`src/rtl/lsu_tlb_rdret_q_if.sv`:
```
`default_nettype none
// ============================================================================
//  Module      : lsu_tlb_rdret_q_if
//  Description : Push, return and error-log signals of the DTLB diagnostic
//                read return queue.
//  Revision    : 1.0 - initial release
// ============================================================================
interface lsu_tlb_rdret_q_if #(
    parameter int DW = 64
);
    logic          tlb_rd_vld_g;
    logic          tlb_rd_is_data_g;
    logic [1:0]    tlb_rd_tid_g;
    logic [DW-1:0] lsu_tlb_rd_data;
    logic          tte_data_parity_error;
    logic          tte_tag_parity_error;
    logic          rdret_ack;
    logic          perr_log_clr;
    logic          rdret_vld;
    logic [DW-1:0] rdret_data;
    logic [1:0]    rdret_tid;
    logic          rdret_perr;
    logic          rdret_afull;
    logic          rdret_ovf;
    logic          perr_log_vld;
    logic [1:0]    perr_log_tid;
    logic          perr_log_type;

    modport master (
        output tlb_rd_vld_g, tlb_rd_is_data_g, tlb_rd_tid_g, lsu_tlb_rd_data,
               tte_data_parity_error, tte_tag_parity_error, rdret_ack, perr_log_clr,
        input  rdret_vld, rdret_data, rdret_tid, rdret_perr, rdret_afull, rdret_ovf,
               perr_log_vld, perr_log_tid, perr_log_type
    );

    modport slave (
        input  tlb_rd_vld_g, tlb_rd_is_data_g, tlb_rd_tid_g, lsu_tlb_rd_data,
               tte_data_parity_error, tte_tag_parity_error, rdret_ack, perr_log_clr,
        output rdret_vld, rdret_data, rdret_tid, rdret_perr, rdret_afull, rdret_ovf,
               perr_log_vld, perr_log_tid, perr_log_type
    );
endinterface
`default_nettype wire

```
`src/rtl/lsu_tlb_rdret_q.sv`:
```
`default_nettype none
// ============================================================================
//  Module      : lsu_tlb_rdret_q
//  Description : Return queue for LSU DTLB diagnostic reads with overflow flag
//                and first-error parity log (LSU_TLB_RDRET_PERR_LOG_EN).
//  Revision    : 1.0 - initial release
// ============================================================================
module lsu_tlb_rdret_q #(
    parameter int DEPTH = 4,
    parameter int DW    = 64
) (
    input  wire logic         rclk,
    input  wire logic         arst_l,
    lsu_tlb_rdret_q_if.slave  bus
);
    localparam int AW = $clog2(DEPTH);
`ifdef LSU_TLB_RDRET_PERR_LOG_EN
    localparam int EW = DW + 3;
`else
    localparam int EW = DW + 2;
`endif
    localparam logic [AW:0] c_full  = (AW+1)'(DEPTH);
    localparam logic [AW:0] c_afull = (AW+1)'(DEPTH - 1);

    logic [EW-1:0] r_mem [DEPTH];
    logic [AW-1:0] r_wr_ptr;
    logic [AW-1:0] r_rd_ptr;
    logic [AW:0]   r_count;
    logic          r_ovf;

    logic          w_full;
    logic          w_pop;
    logic          w_push;
    logic          w_drop;
    logic [EW-1:0] w_entry;
    logic [EW-1:0] w_head;

    assign w_full = (r_count == c_full);
    assign w_pop  = bus.rdret_ack & (r_count != '0);
    // When full, a push is only accepted if the head leaves in the same cycle.
    assign w_push = bus.tlb_rd_vld_g & (~w_full | w_pop);
    assign w_drop = bus.tlb_rd_vld_g & w_full & ~w_pop;

`ifdef LSU_TLB_RDRET_PERR_LOG_EN
    logic       w_perr;
    logic       r_log_vld;
    logic [1:0] r_log_tid;
    logic       r_log_type;

    assign w_perr  = bus.tlb_rd_is_data_g ? bus.tte_data_parity_error
                                          : bus.tte_tag_parity_error;
    assign w_entry = {bus.lsu_tlb_rd_data, bus.tlb_rd_tid_g, w_perr};

    always_ff @(posedge rclk or negedge arst_l) begin
        if (!arst_l) begin
            r_log_vld  <= 1'b0;
            r_log_tid  <= 2'b00;
            r_log_type <= 1'b0;
        end else if (w_push && w_perr && (!r_log_vld || bus.perr_log_clr)) begin
            r_log_vld  <= 1'b1;
            r_log_tid  <= bus.tlb_rd_tid_g;
            r_log_type <= bus.tlb_rd_is_data_g;
        end else if (bus.perr_log_clr) begin
            r_log_vld  <= 1'b0;
        end
    end

    assign bus.rdret_perr    = w_head[0];
    assign bus.perr_log_vld  = r_log_vld;
    assign bus.perr_log_tid  = r_log_tid;
    assign bus.perr_log_type = r_log_type;
`else
    logic w_unused;

    assign w_unused = bus.tlb_rd_is_data_g ^ bus.tte_data_parity_error
                    ^ bus.tte_tag_parity_error;
    assign w_entry  = {bus.lsu_tlb_rd_data, bus.tlb_rd_tid_g};

    assign bus.rdret_perr    = 1'b0;
    assign bus.perr_log_vld  = 1'b0;
    assign bus.perr_log_tid  = 2'b00;
    assign bus.perr_log_type = 1'b0;
`endif

    // Entries are reset so the head reads all zeros out of reset.
    always_ff @(posedge rclk or negedge arst_l) begin
        if (!arst_l) begin
            for (int i = 0; i < DEPTH; i++) begin
                r_mem[i] <= '0;
            end
        end else if (w_push) begin
            r_mem[r_wr_ptr] <= w_entry;
        end
    end

    always_ff @(posedge rclk or negedge arst_l) begin
        if (!arst_l) begin
            r_wr_ptr <= '0;
            r_rd_ptr <= '0;
            r_count  <= '0;
        end else begin
            if (w_push) begin
                r_wr_ptr <= r_wr_ptr + 1'b1;
            end
            if (w_pop) begin
                r_rd_ptr <= r_rd_ptr + 1'b1;
            end
            case ({w_push, w_pop})
                2'b10:   r_count <= r_count + 1'b1;
                2'b01:   r_count <= r_count - 1'b1;
                default: r_count <= r_count;
            endcase
        end
    end

    // A drop in the same cycle as a clear keeps the flag set so it is not lost.
    always_ff @(posedge rclk or negedge arst_l) begin
        if (!arst_l) begin
            r_ovf <= 1'b0;
        end else if (w_drop) begin
            r_ovf <= 1'b1;
        end else if (bus.perr_log_clr) begin
            r_ovf <= 1'b0;
        end
    end

    assign w_head          = r_mem[r_rd_ptr];
    assign bus.rdret_vld   = (r_count != '0);
    assign bus.rdret_data  = w_head[EW-1 -: DW];
    assign bus.rdret_tid   = w_head[EW-DW-1 -: 2];
    assign bus.rdret_afull = (r_count >= c_afull);
    assign bus.rdret_ovf   = r_ovf;
endmodule
`default_nettype wire

```
`src/flat_wrapper.sv`:
```
// flat-port wrapper written by rule: the top's interface ports become plain ports
module lsu_tlb_rdret_q_flat 
#(
    parameter int DEPTH = 4,
    parameter int DW    = 64
)
  (rclk, arst_l, bus_tlb_rd_vld_g, bus_tlb_rd_is_data_g, bus_tlb_rd_tid_g, bus_lsu_tlb_rd_data, bus_tte_data_parity_error, bus_tte_tag_parity_error, bus_rdret_ack, bus_perr_log_clr, bus_rdret_vld, bus_rdret_data, bus_rdret_tid, bus_rdret_perr, bus_rdret_afull, bus_rdret_ovf, bus_perr_log_vld, bus_perr_log_tid, bus_perr_log_type);
  lsu_tlb_rdret_q_if #(.DW(DW)) bus_i ();
  input  wire logic rclk;
  input  wire logic arst_l;
  input wire logic [$bits(bus_i.tlb_rd_vld_g)-1:0] bus_tlb_rd_vld_g;
  input wire logic [$bits(bus_i.tlb_rd_is_data_g)-1:0] bus_tlb_rd_is_data_g;
  input wire logic [$bits(bus_i.tlb_rd_tid_g)-1:0] bus_tlb_rd_tid_g;
  input wire logic [$bits(bus_i.lsu_tlb_rd_data)-1:0] bus_lsu_tlb_rd_data;
  input wire logic [$bits(bus_i.tte_data_parity_error)-1:0] bus_tte_data_parity_error;
  input wire logic [$bits(bus_i.tte_tag_parity_error)-1:0] bus_tte_tag_parity_error;
  input wire logic [$bits(bus_i.rdret_ack)-1:0] bus_rdret_ack;
  input wire logic [$bits(bus_i.perr_log_clr)-1:0] bus_perr_log_clr;
  output wire logic [$bits(bus_i.rdret_vld)-1:0] bus_rdret_vld;
  output wire logic [$bits(bus_i.rdret_data)-1:0] bus_rdret_data;
  output wire logic [$bits(bus_i.rdret_tid)-1:0] bus_rdret_tid;
  output wire logic [$bits(bus_i.rdret_perr)-1:0] bus_rdret_perr;
  output wire logic [$bits(bus_i.rdret_afull)-1:0] bus_rdret_afull;
  output wire logic [$bits(bus_i.rdret_ovf)-1:0] bus_rdret_ovf;
  output wire logic [$bits(bus_i.perr_log_vld)-1:0] bus_perr_log_vld;
  output wire logic [$bits(bus_i.perr_log_tid)-1:0] bus_perr_log_tid;
  output wire logic [$bits(bus_i.perr_log_type)-1:0] bus_perr_log_type;
  assign bus_i.tlb_rd_vld_g = bus_tlb_rd_vld_g;
  assign bus_i.tlb_rd_is_data_g = bus_tlb_rd_is_data_g;
  assign bus_i.tlb_rd_tid_g = bus_tlb_rd_tid_g;
  assign bus_i.lsu_tlb_rd_data = bus_lsu_tlb_rd_data;
  assign bus_i.tte_data_parity_error = bus_tte_data_parity_error;
  assign bus_i.tte_tag_parity_error = bus_tte_tag_parity_error;
  assign bus_i.rdret_ack = bus_rdret_ack;
  assign bus_i.perr_log_clr = bus_perr_log_clr;
  assign bus_rdret_vld = bus_i.rdret_vld;
  assign bus_rdret_data = bus_i.rdret_data;
  assign bus_rdret_tid = bus_i.rdret_tid;
  assign bus_rdret_perr = bus_i.rdret_perr;
  assign bus_rdret_afull = bus_i.rdret_afull;
  assign bus_rdret_ovf = bus_i.rdret_ovf;
  assign bus_perr_log_vld = bus_i.perr_log_vld;
  assign bus_perr_log_tid = bus_i.perr_log_tid;
  assign bus_perr_log_type = bus_i.perr_log_type;
  lsu_tlb_rdret_q #(.DEPTH(DEPTH), .DW(DW)) u_core (.rclk(rclk), .arst_l(arst_l), .bus(bus_i));
endmodule
```
`config.mk`:
```
export PLATFORM = sky130hd
export DESIGN_NAME = lsu_tlb_rdret_q_flat
export DESIGN_NICKNAME = d
export VERILOG_FILES = /design/src/rtl/lsu_tlb_rdret_q_if.sv /design/src/rtl/lsu_tlb_rdret_q.sv /design/src/flat_wrapper.sv
export SDC_FILE = /design/constraint.sdc
export NUM_CORES = 1
export LEC_CHECK = 0
export BUFFER_PORTS_ARGS = -buffer_cell sky130_fd_sc_hd__buf_2
export CORE_ASPECT_RATIO = 1.2
export CORE_MARGIN = 3
export CORE_UTILIZATION = 58
export DETAILED_ROUTE_END_ITERATION = 7
export PLACE_DENSITY = 0.8
export RECOVER_POWER = 100
export SLEW_MARGIN = 20
export SYNTH_ARGS = -nofsm -noshare
export SYNTH_HDL_FRONTEND = slang
export SYNTH_SLANG_ARGS = --single-unit
```
`constraint.sdc`:
```
create_clock -name rclk -period 2.6 [get_ports rclk]
set_input_delay 0.39 -clock rclk [delete_from_list [all_inputs] [get_ports rclk]]
set_output_delay 0.39 -clock rclk [all_outputs]
set_load 0.01 [all_outputs]
```
==> impl_metrics.py, run 1 <==
metrics = {
    "routing": {
        "drt_iter0_drc": 281,
        "drt-met1-wl_mm": 9.423,
        "vias_per_cell": 5.796,
        "routed-wl-met2_mm": 12.92,
        "ant_nets": 0,
        "route.detailed.drc": 0,
        "vias": 6462,
        "top_layer_used": "met5",
        "met3_length_mm": 1.389,
        "routed_wl_mm": 24.28,
        "first_pass_iters": 6,
        "routedWlPerCell_um": 21.78,
    },
    "yosys": {
        "synth-edff-count": 0,
        "ys.flop_type": "dfrtp_1",
        "ys_seq_elements": 272,
        "ys_types": 23,
        "ys_seq_area_share_pct": 57.18,
        "netlist_instances": 688,
        "async_flop_share_pct": 100.0,
        "syn-mean-instance-area_um2": 17.30,
        "synth_area_um2": 11900,
        "yosys_warnings": 0,
    },
    "placed_design": {
        "io_buffers": 139,
        "dpl.hpwl_mm": 15.77,
        "place_ws_ns": 0.4028,
        "place_congestion": 0.7367,
    },
    "status": {
        "status": "complete, but fails checks",
        "violations": "max-capacitance violations, max-slew violations",
    },
    "clock_network": {
        "cts_buffer_depth": 3,
        "h-tree-depth": 1,
        "clockRootBuffer": "clkbuf_16",
        "cts.sinks": 272,
        "cts_resized": 0,
        "numCtsBuffers": 27,
        "clk_latency_ns": 0.52,
        "clk_pin_slew_worst_paths_ns": 0.06,
        "cts_tree": "yes",
    },
    "power": {
        "ir_drop_v": 0.0008634,
        "power_density_nw_per_um2": 1418,
        "p_leak_nw": 5.724,
    },
    "sta": {
        "max_freq_mhz": 410.1,
        "setup_viol": 0,
        "relSlewSlack_pct": -14.21,
        "post-route-min-period_ns": 2.439,
        "finalSetupTns_ns": 0,
        "hold_viol": 0,
        "period_share_pct": 93.79,
        "rsz0062_at_grt": "no",
        "drv_slew": 68,
        "skew_ns": 0.009469,
        "tightest_slew_ns": 1.713,
        "final.setup.worst_slack_ns": 0.1615,
    },
    "finish": {
        "layout.nets": 911,
        "drive_gt1_share_pct": 55.35,
        "syn_to_final_growth_pct": 14.59,
    },
    "setup_path": {
        "reg2reg_from": "u_core.r_count[0]$_DFFE_PN0P_",
        "critPathArrivalTime_ns": 2.83,
        "cp-startpoint": "u_core.r_count[0]$_DFFE_PN0P_",
        "r2r_end": "u_core.r_mem[77]$_DFFE_PN0P_",
        "rr_worst_depth": 5,
        "critical_path.endpoint_type": "register",
        "crit_path_end": "u_core.r_mem[77]$_DFFE_PN0P_",
        "critPathRequiredTime_ns": 3.00,
        "regToRegSetupSlack_ns": 0.16,
        "crit_type": "register to register",
        "startpoint_type": "register",
        "cp_max_fo": 45,
    },
    "global_route": {
        "grt-ovfl-total": 0,
        "grt_pass1_vias": 7605,
        "track_usage_pct": 22.78,
        "grt_max_degree": 86,
        "grt_pass1_wl_mm": 39.59,
        "antenna_found_initial": 5,
    },
    "floorplanning": {
        "fp.dieH_um": 162.9,
        "dieArea_um2": 22280,
        "start_util_pct": 60.03,
        "io-pin-count": 148,
        "row_count": 56,
        "die_w_um": 136.8,
        "core-area_um2": 19830,
    },
    "worst_hold_path": {
        "hold_class": "input port to register",
        "hp-start": "bus_perr_log_clr",
    },
    "job": {
        "max_cap_viol_count": 1,
    },
}
worst min-delay path by stage:
stage / endpoint / cells past startpoint
after floorplan: u_core.bus.rdret_ovf$_DFFE_PN0P_ / 0
after CTS: u_core.bus.rdret_ovf$_DFFE_PN0P_ / 2
final: u_core.bus.rdret_ovf$_DFFE_PN0P_ / 2
after global placement: u_core.r_mem[122]$_DFFE_PN0P_ / 1
after global routing: u_core.bus.rdret_ovf$_DFFE_PN0P_ / 2
after detailed placement: u_core.r_mem[192]$_DFFE_PN0P_ / 1
routing by layer:
metal  track usage (%)  vias to the layer above
met5                 0                        -
met4             7.033                        4
met3             5.377                       45
met2             41.23                      146
met1             26.82                     3451
li1                  -                     2816
cells in the mapped netlist, drive strengths merged (3+ instances only):
cell / instances / area [µm²]
xor2: 3 / 26.28
ha: 5 / 62.56
mux4: 66 / 1486
mux2: 265 / 2984
dfrtp: 272 / 6807
nor2: 5 / 18.77
inv: 6 / 22.52
buf: 47 / 351.6
xnor2: 3 / 26.28
nand2: 6 / 22.52
layout make-up:
type	instances	area, µm²
clock inverters	9	97.59
flip-flops and latches	272	6814
multi-input cells	366	4756
fillers	1323	6190
inverters	6	22.52
repair buffers	158	800.8
well taps	261	326.6
diodes	3	7.507
clock buffers	40	814.5
flip-flops by register name (all words and copies together) (netlist names):
signal	count
u_core.r_count	3
u_core.r_rd_ptr	2
u_core.r_mem	264
u_core.bus.rdret_ovf	1
u_core.r_wr_ptr	2
worst max-delay path, stage by stage, from the launching register on:
cell	delay, ns
dfrtp_1	0.46
nor4b_4	0.30
clkbuf_1	0.41
nor2_1	0.15
clkbuf_4	0.52
mux2_2	0.45
per-stage QoR:
| step | util (%) | power (W) | cell area [µm²] | std cells | hold WS [ns] |
|---|---|---|---|---|---|
| 2_1_floorplan | - | 0.01320 | 11920 | 692 | 0.09441 |
| 3_3_place_gp | 64.89 | 0.01527 | 12870 | 1062 | 0.3756 |
| 3_5_place_dp | 64.89 | 0.01590 | 12870 | 1062 | 0.3847 |
| 4_1_cts | 69.54 | 0.01987 | 13790 | 1112 | 0.04749 |
| 5_1_grt | 68.78 | 0.02051 | 13640 | 1115 | 0.06454 |
| 6_report | 68.78 | 0.01933 | 13640 | 1115 | 0.06775 |
power breakdown:
| part | switching [W] | leakage (nW) | internal, W |
|---|---|---|---|
| clock network | 0.00153 | 0.454 | 0.00236 |
| registers | 0.00123 | 3.22 | 0.00643 |
| logic | 0.00341 | 2.05 | 0.00438 |
| total | 0.00617 | 5.72 | 0.0132 |
repair_timing:
action / 4_1_cts / 5_1_grt
setup buffers: 0 / 0
hold endpoints to repair: 64 / 0
hold buffers: 1 / 0
logic make-up after synthesis:
family | Yosys count | synth area share, %
DFF | 272 | 57.18
buffers and inverters | 54 | 3.174
xor gates and xnor gates | 6 | 0.4416
muxes | 332 | 37.64
adders and majority gates | 6 | 0.6938
AOI/OAI and AO/OA | 3 | 0.1787
other | 1 | 0.03151
and+or+nand+nor | 14 | 0.6518
cell usage in the layout (no fill, tap or decap), types with 5 or more instances in the layout:
cell type / count
buf_12: 5
buf_2: 71
clkbuf_1: 72
clkbuf_16: 27
clkbuf_2: 7
clkbuf_4: 5
clkbuf_8: 9
clkinv_2: 6
conb_1: 5
dfrtp_1: 270
ha_1: 5
inv_1: 6
mux2_2: 265
mux4_2: 66
nand2_1: 6
Note: power is estimated with default switching activity, not from simulation.
==> run 2: changes to the inputs <==
--- a/config.mk
+++ b/config.mk
@@ -12,3 +12,3 @@
 export DETAILED_ROUTE_END_ITERATION = 7
-export PLACE_DENSITY = 0.8
+export PLACE_DENSITY = 0.85
 export RECOVER_POWER = 100
--- a/constraint.sdc
+++ b/constraint.sdc
@@ -3,2 +3,2 @@
 set_output_delay 0.39 -clock rclk [all_outputs]
-set_load 0.01 [all_outputs]
+set_load 0.005 [all_outputs]
==> impl_metrics.py, run 2 (same netlist as run 1, synthesis figures left out) <==
metrics = {
    "routing": {
        "ant_nets": 0,
        "routed_wl_mm": 24.37,
        "routedWlPerCell_um": 21.82,
        "route.detailed.drc": 0,
        "first_pass_iters": 4,
        "vias_per_cell": 5.791,
        "vias": 6469,
        "drt_iter0_drc": 256,
    },
    "setup_path": {
        "reg2reg_from": "u_core.r_count[0]$_DFFE_PN0P_",
        "startpoint_type": "register",
        "crit_family": "multiplexers",
        "critPathArrivalTime_ns": 2.01,
        "slowest_delay_ns": 0.56,
        "critPathRequiredTime_ns": 2.21,
        "crit_chain": "buf_6 > mux4_2 > buf_2",
        "cp-startpoint": "u_core.r_rd_ptr[0]$_DFFE_PN0P_",
        "critical_path.endpoint_type": "output pin",
        "cpMaxStageDelayCell": "mux4_2",
        "crit_type": "register to output pin",
        "path_buf_inv": 2,
        "cp_max_fo": 16,
    },
    "global_route": {
        "grt_pass1_vias": 7671,
        "grt_pass1_wl_mm": 39.65,
        "antenna_found_initial": 1,
        "grt-ovfl-total": 0,
        "track_usage_pct": 22.65,
        "grt_max_degree": 94,
    },
    "floorplanning": {
        "io-pin-count": 148,
        "fp.dieH_um": 162.9,
        "row_count": 56,
        "core-area_um2": 19830,
        "dieArea_um2": 22280,
        "start_util_pct": 60.03,
        "die_w_um": 136.8,
    },
    "finish": {
        "final_cell_mix": "dfrtp_1, mux2_2, buf_2, mux4_2, clkbuf_1",
        "drive_gt1_share_pct": 58.71,
        "fin_cells": 1117,
        "layout.nets": 915,
        "syn_to_final_growth_pct": 14.93,
        "regArea_um2": 6812,
        "layout_commonest_cell": "dfrtp_1",
        "fillCellCount": 1317,
        "top_register": "u_core.r_mem",
        "biggestRegsByFlops": "u_core.r_mem (264), u_core.r_count (3)",
        "largest_reg_flops": 264,
        "final_area_um2": 13680,
        "multi_input_area_um2": 4741,
    },
    "power": {
        "p_leak_nw": 5.816,
        "ir_drop_v": 0.0008072,
        "power_density_nw_per_um2": 1385,
    },
    "clock_network": {
        "cts_tree": "yes",
        "h-tree-depth": 1,
        "numCtsBuffers": 27,
        "clk_latency_ns": 0.52,
        "cts.sinks": 272,
        "clockRootBuffer": "clkbuf_16",
        "cts_buffer_depth": 3,
        "clk_pin_slew_worst_paths_ns": 0.06,
    },
    "sta": {
        "skew_ns": 0.01140,
        "finalSetupTns_ns": 0,
        "rsz0062_at_grt": "no",
        "period_share_pct": 92.47,
        "drv_slew": 0,
        "max_freq_mhz": 416.0,
        "hold_viol": 0,
        "relSlewSlack_pct": 8.835,
        "holdWs_ns": 0.06731,
        "post-route-min-period_ns": 2.404,
        "tightest_slew_ns": 1.367,
        "setup_viol": 0,
    },
    "placed_design": {
        "dp_cells": 1064,
        "dpl.hpwl_mm": 15.87,
        "place_congestion": 0.7522,
        "io_buffers": 139,
        "place_area_um2": 12880,
    },
    "worst_hold_path": {
        "hp-start": "bus_perr_log_clr",
        "hold_class": "input port to register",
    },
    "status": {
        "status": "completed",
    },
    "job": {
        "max_cap_viol_count": 0,
    },
}
[run 2: through the flow]
step	utilization (%)	worst slack (ns)	total power (W)
CTS	69.54	0.1691	0.01939
detailed placement	64.95	0.4876	0.01546
global route	68.99	0.09608	0.02009
floorplan	-	0.5510	0.01276
finish	68.99	0.1959	0.01895
global placement	64.95	0.5181	0.01480
[run 2: per-layer routing]
metal / GRT usage (%) / routed length, µm
met1: 25.87 / 9047
met2: 42.38 / 13510
met3: 4.821 / 1279
met4: 6.624 / 532
met5: 0 / 0
[run 2: worst register-to-register path, cell delays in order (launching register included)]
cell	delay, ns
dfrtp_1	0.44
nor4b_1	0.37
clkbuf_1	0.40
nor2_1	0.14
clkbuf_4	0.42
mux2_2	0.42
[run 2: repair_timing]
action	4_1_cts	5_1_grt
resized for setup	0	0
buffers inserted	2	0
setup endpoints to repair	21	0
hold buffers	1	0
hold endpoints to repair	86	0
[run 2: worst paths after layout]
kind | endpoint | slack [ns] | depth (start not counted)
setup / recovery | bus_rdret_data[40] | 0.20 | 3
hold / removal | u_core.bus.rdret_ovf$_DFFE_PN0P_ | 0.07 | 2
setup reg to reg | u_core.r_mem[130]$_DFFE_PN0P_ | 0.29 | 5
hold reg to reg | u_core.r_mem[5]$_DFFE_PN0P_ | 0.50 | 1
max in group asynchronous | u_core.r_mem[164]$_DFFE_PN0P_ | 0.47 | 3
min in group asynchronous | u_core.r_mem[51]$_DFFE_PN0P_ | 0.73 | 2
[run 2: final cells by class]
class	count	area share, %
antenna	1	0.01829
clock buffer	39	5.707
clock inverter	10	0.7500
inverter	6	0.1646
multi-input combinational	366	34.66
sequential	272	49.79
tap	261	2.387
timing repair buffer	162	6.522
[run 2: where the power goes]
group	total, W	internal, W	leakage (nW)	switching (W)
combinational	0.00751	0.00452	2.16	0.00299
clock	0.00382	0.00227	0.439	0.00155
sequential	0.00761	0.00643	3.22	0.00118
total	0.0190	0.0132	5.82	0.00572
==> run 3: changes to the inputs <==
ABC_AREA = 1   (was unset)
CORE_UTILIZATION = 59   (was 58)
clock period = 2.5 ns   (was 2.6 ns; I/O delays follow)
==> impl_metrics.py, run 3 <==
metrics = {
    "global_route": {
        "grt_busiest_layer": "met2",
        "grt-ovfl-total": 0,
        "track_usage_pct": 29.95,
        "met2_usage_pct": 49.18,
        "met1_usage_pct": 40.38,
        "grtUsageMet3_pct": 4.216,
        "grt_pass1_wl_mm": 59.20,
        "grt_pass1_vias": 11430,
        "antenna_found_initial": 3,
        "grt_max_degree": 263,
    },
    "finish": {
        "layout_commonest_cell": "nand2_1",
        "regArea_um2": 6812,
        "fillCellCount": 1762,
        "syn_to_final_growth_pct": 11.40,
        "multi_input_area_um2": 5498,
        "final_cell_mix": "nand2_1, dfrtp_1, nand4_1, nor2_1, o21ai_0",
        "largest_reg_flops": 264,
        "drive_gt1_share_pct": 10.61,
        "biggestRegsByFlops": "u_core.r_mem (264), u_core.r_count (3)",
        "layout.nets": 1736,
        "top_register": "u_core.r_mem",
    },
    "job": {
        "max_cap_viol_count": 0,
    },
    "routing": {
        "route.detailed.drc": 0,
        "drt_iter0_drc": 1525,
        "first_pass_iters": 6,
        "ant_nets": 0,
        "vias_per_cell": 6.322,
        "routedWlPerCell_um": 19.47,
        "routed_wl_mm": 38.09,
        "vias": 12370,
    },
    "setup_path": {
        "cpMaxStageDelayCell": "dfrtp_4",
        "regToRegSetupSlack_ns": 0.13,
        "slowest_delay_ns": 0.59,
        "critPathArrivalTime_ns": 2.11,
        "crit_type": "register to output pin",
        "startpoint_type": "register",
        "path_buf_inv": 2,
        "crit_family": "flip-flops",
        "crit_chain": "buf_16 > o21ai_0 > o22ai_1 > clkbuf_2",
        "cp_max_fo": 71,
        "critPathRequiredTime_ns": 2.12,
        "critical_path.endpoint_type": "output pin",
    },
    "sta": {
        "max_freq_mhz": 403.1,
        "holdWs_ns": 0.1179,
        "hold_viol": 0,
        "skew_ns": 0.01014,
        "tightest_slew_ns": 1.247,
        "rsz0062_at_grt": "no",
        "period_share_pct": 99.22,
        "relSlewSlack_pct": 16.84,
        "setup_viol": 0,
        "drv_slew": 0,
        "post-route-min-period_ns": 2.481,
    },
    "yosys": {
        "yosys_warnings": 0,
        "netlist_instances": 1606,
        "ys_top_cells_by_area": "dfrtp_1, nand2_1, nand4_1",
        "yosys-top-cells-count": "nand2_1, dfrtp_1, nand4_1, nor2_1, o21ai_0",
        "syn-mean-instance-area_um2": 8.252,
        "ys_seq_area_share_pct": 51.36,
        "ys.flop_type": "dfrtp_1",
        "synthDominantCellAreaShare_pct": 51.36,
        "ys_seq_elements": 272,
        "netlist.top_cell.by_area": "dfrtp_1",
        "yosysMostFrequentCell": "nand2_1",
        "synth_area_um2": 13250,
        "ys_types": 23,
        "async_flop_share_pct": 100.0,
        "synth-edff-count": 0,
    },
    "floorplanning": {
        "core-area_um2": 21850,
        "die_w_um": 142.8,
        "start_util_pct": 60.65,
        "io-pin-count": 148,
        "row_count": 59,
        "fp.dieH_um": 170.2,
        "dieArea_um2": 24300,
    },
    "clock_network": {
        "cts_buffer_depth": 3,
        "cts.sinks": 272,
        "clk_latency_ns": 0.54,
        "clk_pin_slew_worst_paths_ns": 0.07,
        "clockRootBuffer": "clkbuf_16",
        "h-tree-depth": 1,
        "cts_tree": "yes",
        "numCtsBuffers": 28,
    },
    "power": {
        "p_total_w": 0.02088,
        "p_leak_nw": 7.399,
        "ir_drop_v": 0.001002,
        "power_density_nw_per_um2": 1415,
    },
    "worst_hold_path": {
        "hold_class": "input port to register",
    },
    "placed_design": {
        "io_buffers": 139,
        "place_congestion": 0.8015,
        "dpl.hpwl_mm": 19.50,
    },
    "status": {
        "status": "completed",
    },
}
[run 3: path summary, 6_finish.rpt]
kind	startpoint	endpoint	cells after the start
setup / recovery	u_core.r_rd_ptr[0]$_DFFE_PN0P_	bus_rdret_data[0]	4
setup reg to reg	u_core.r_count[1]$_DFFE_PN0P_	u_core.r_mem[135]$_DFFE_PN0P_	6
hold reg to reg	u_core.r_mem[173]$_DFFE_PN0P_	u_core.r_mem[173]$_DFFE_PN0P_	2
max in group asynchronous	arst_l	u_core.r_mem[14]$_DFFE_PN0P_	3
min in group asynchronous	arst_l	u_core.r_mem[53]$_DFFE_PN0P_	2
hold / removal	bus_lsu_tlb_rd_data[17]	u_core.r_mem[217]$_DFFE_PN0P_	3
[run 3: worst min-delay path, delay by kind of cell]
family,cells,cell delay (ns)
buf+inv,1,0.12
simple gates,2,0.13
[run 3: stage by stage]
stage / TNS (ns) / worst slack (ns) / utilization, % / area [µm²] / std cells
CTS: -0.05229 / -0.02106 / 68.10 / 14880 / 1948
finish: 0 / 0.01945 / 67.56 / 14760 / 1956
floorplan: 0 / 0.6010 / - / 13270 / 1610
global route: 0 / 0.007432 / 67.55 / 14760 / 1955
detailed placement: 0 / 0.4591 / 63.53 / 13880 / 1894
global placement: 0 / 0.4953 / 63.53 / 13880 / 1894
[run 3: cell families (layout without fill, tap and decap cells)]
logic type,Yosys count,count (layout),share of synthesized area (%)
AOI/OAI and AO/OA,202,202,8.252
xor gates and xnor gates,4,4,0.2644
adders and majority gates,6,6,0.6231
buffers and inverters,175,243,7.298
DFF,272,272,51.36
other,1,9,0.02830
and+or+nand+nor,946,946,32.18
[run 3: cell type report]
cell class | instances | share of cell area [%]
clock inverters | 7 | 0.6187
repair buffers | 179 | 7.331
diodes | 4 | 0.06780
well taps | 274 | 2.322
flip-flops and latches | 272 | 46.14
inverters | 12 | 0.3475
clock buffers | 45 | 5.933
multi-input cells | 1163 | 37.24
[run 3: repair_timing]
action	CTS	global route
gates resized for setup	1	8
endpoints found under the setup margin	30	35
gates cloned	0	2
setup buffers	1	1
pin swaps	0	1
hold endpoints to repair	66	1
hold buffers	1	1
[run 3: report_power, final]
group	switching (W)	internal [W]	total [W]
Combinational	0.00596	0.00304	0.00900
Clock	0.00173	0.00259	0.00433
Sequential	0.00113	0.00643	0.00755
[run 3: per-layer routing]
metal / share of wire, % / vias up
met4: 2.9 / 0
met2: 50 / 671
li1: - / 5617
met5: 0 / -
met1: 38 / 5978
met3: 8.9 / 100
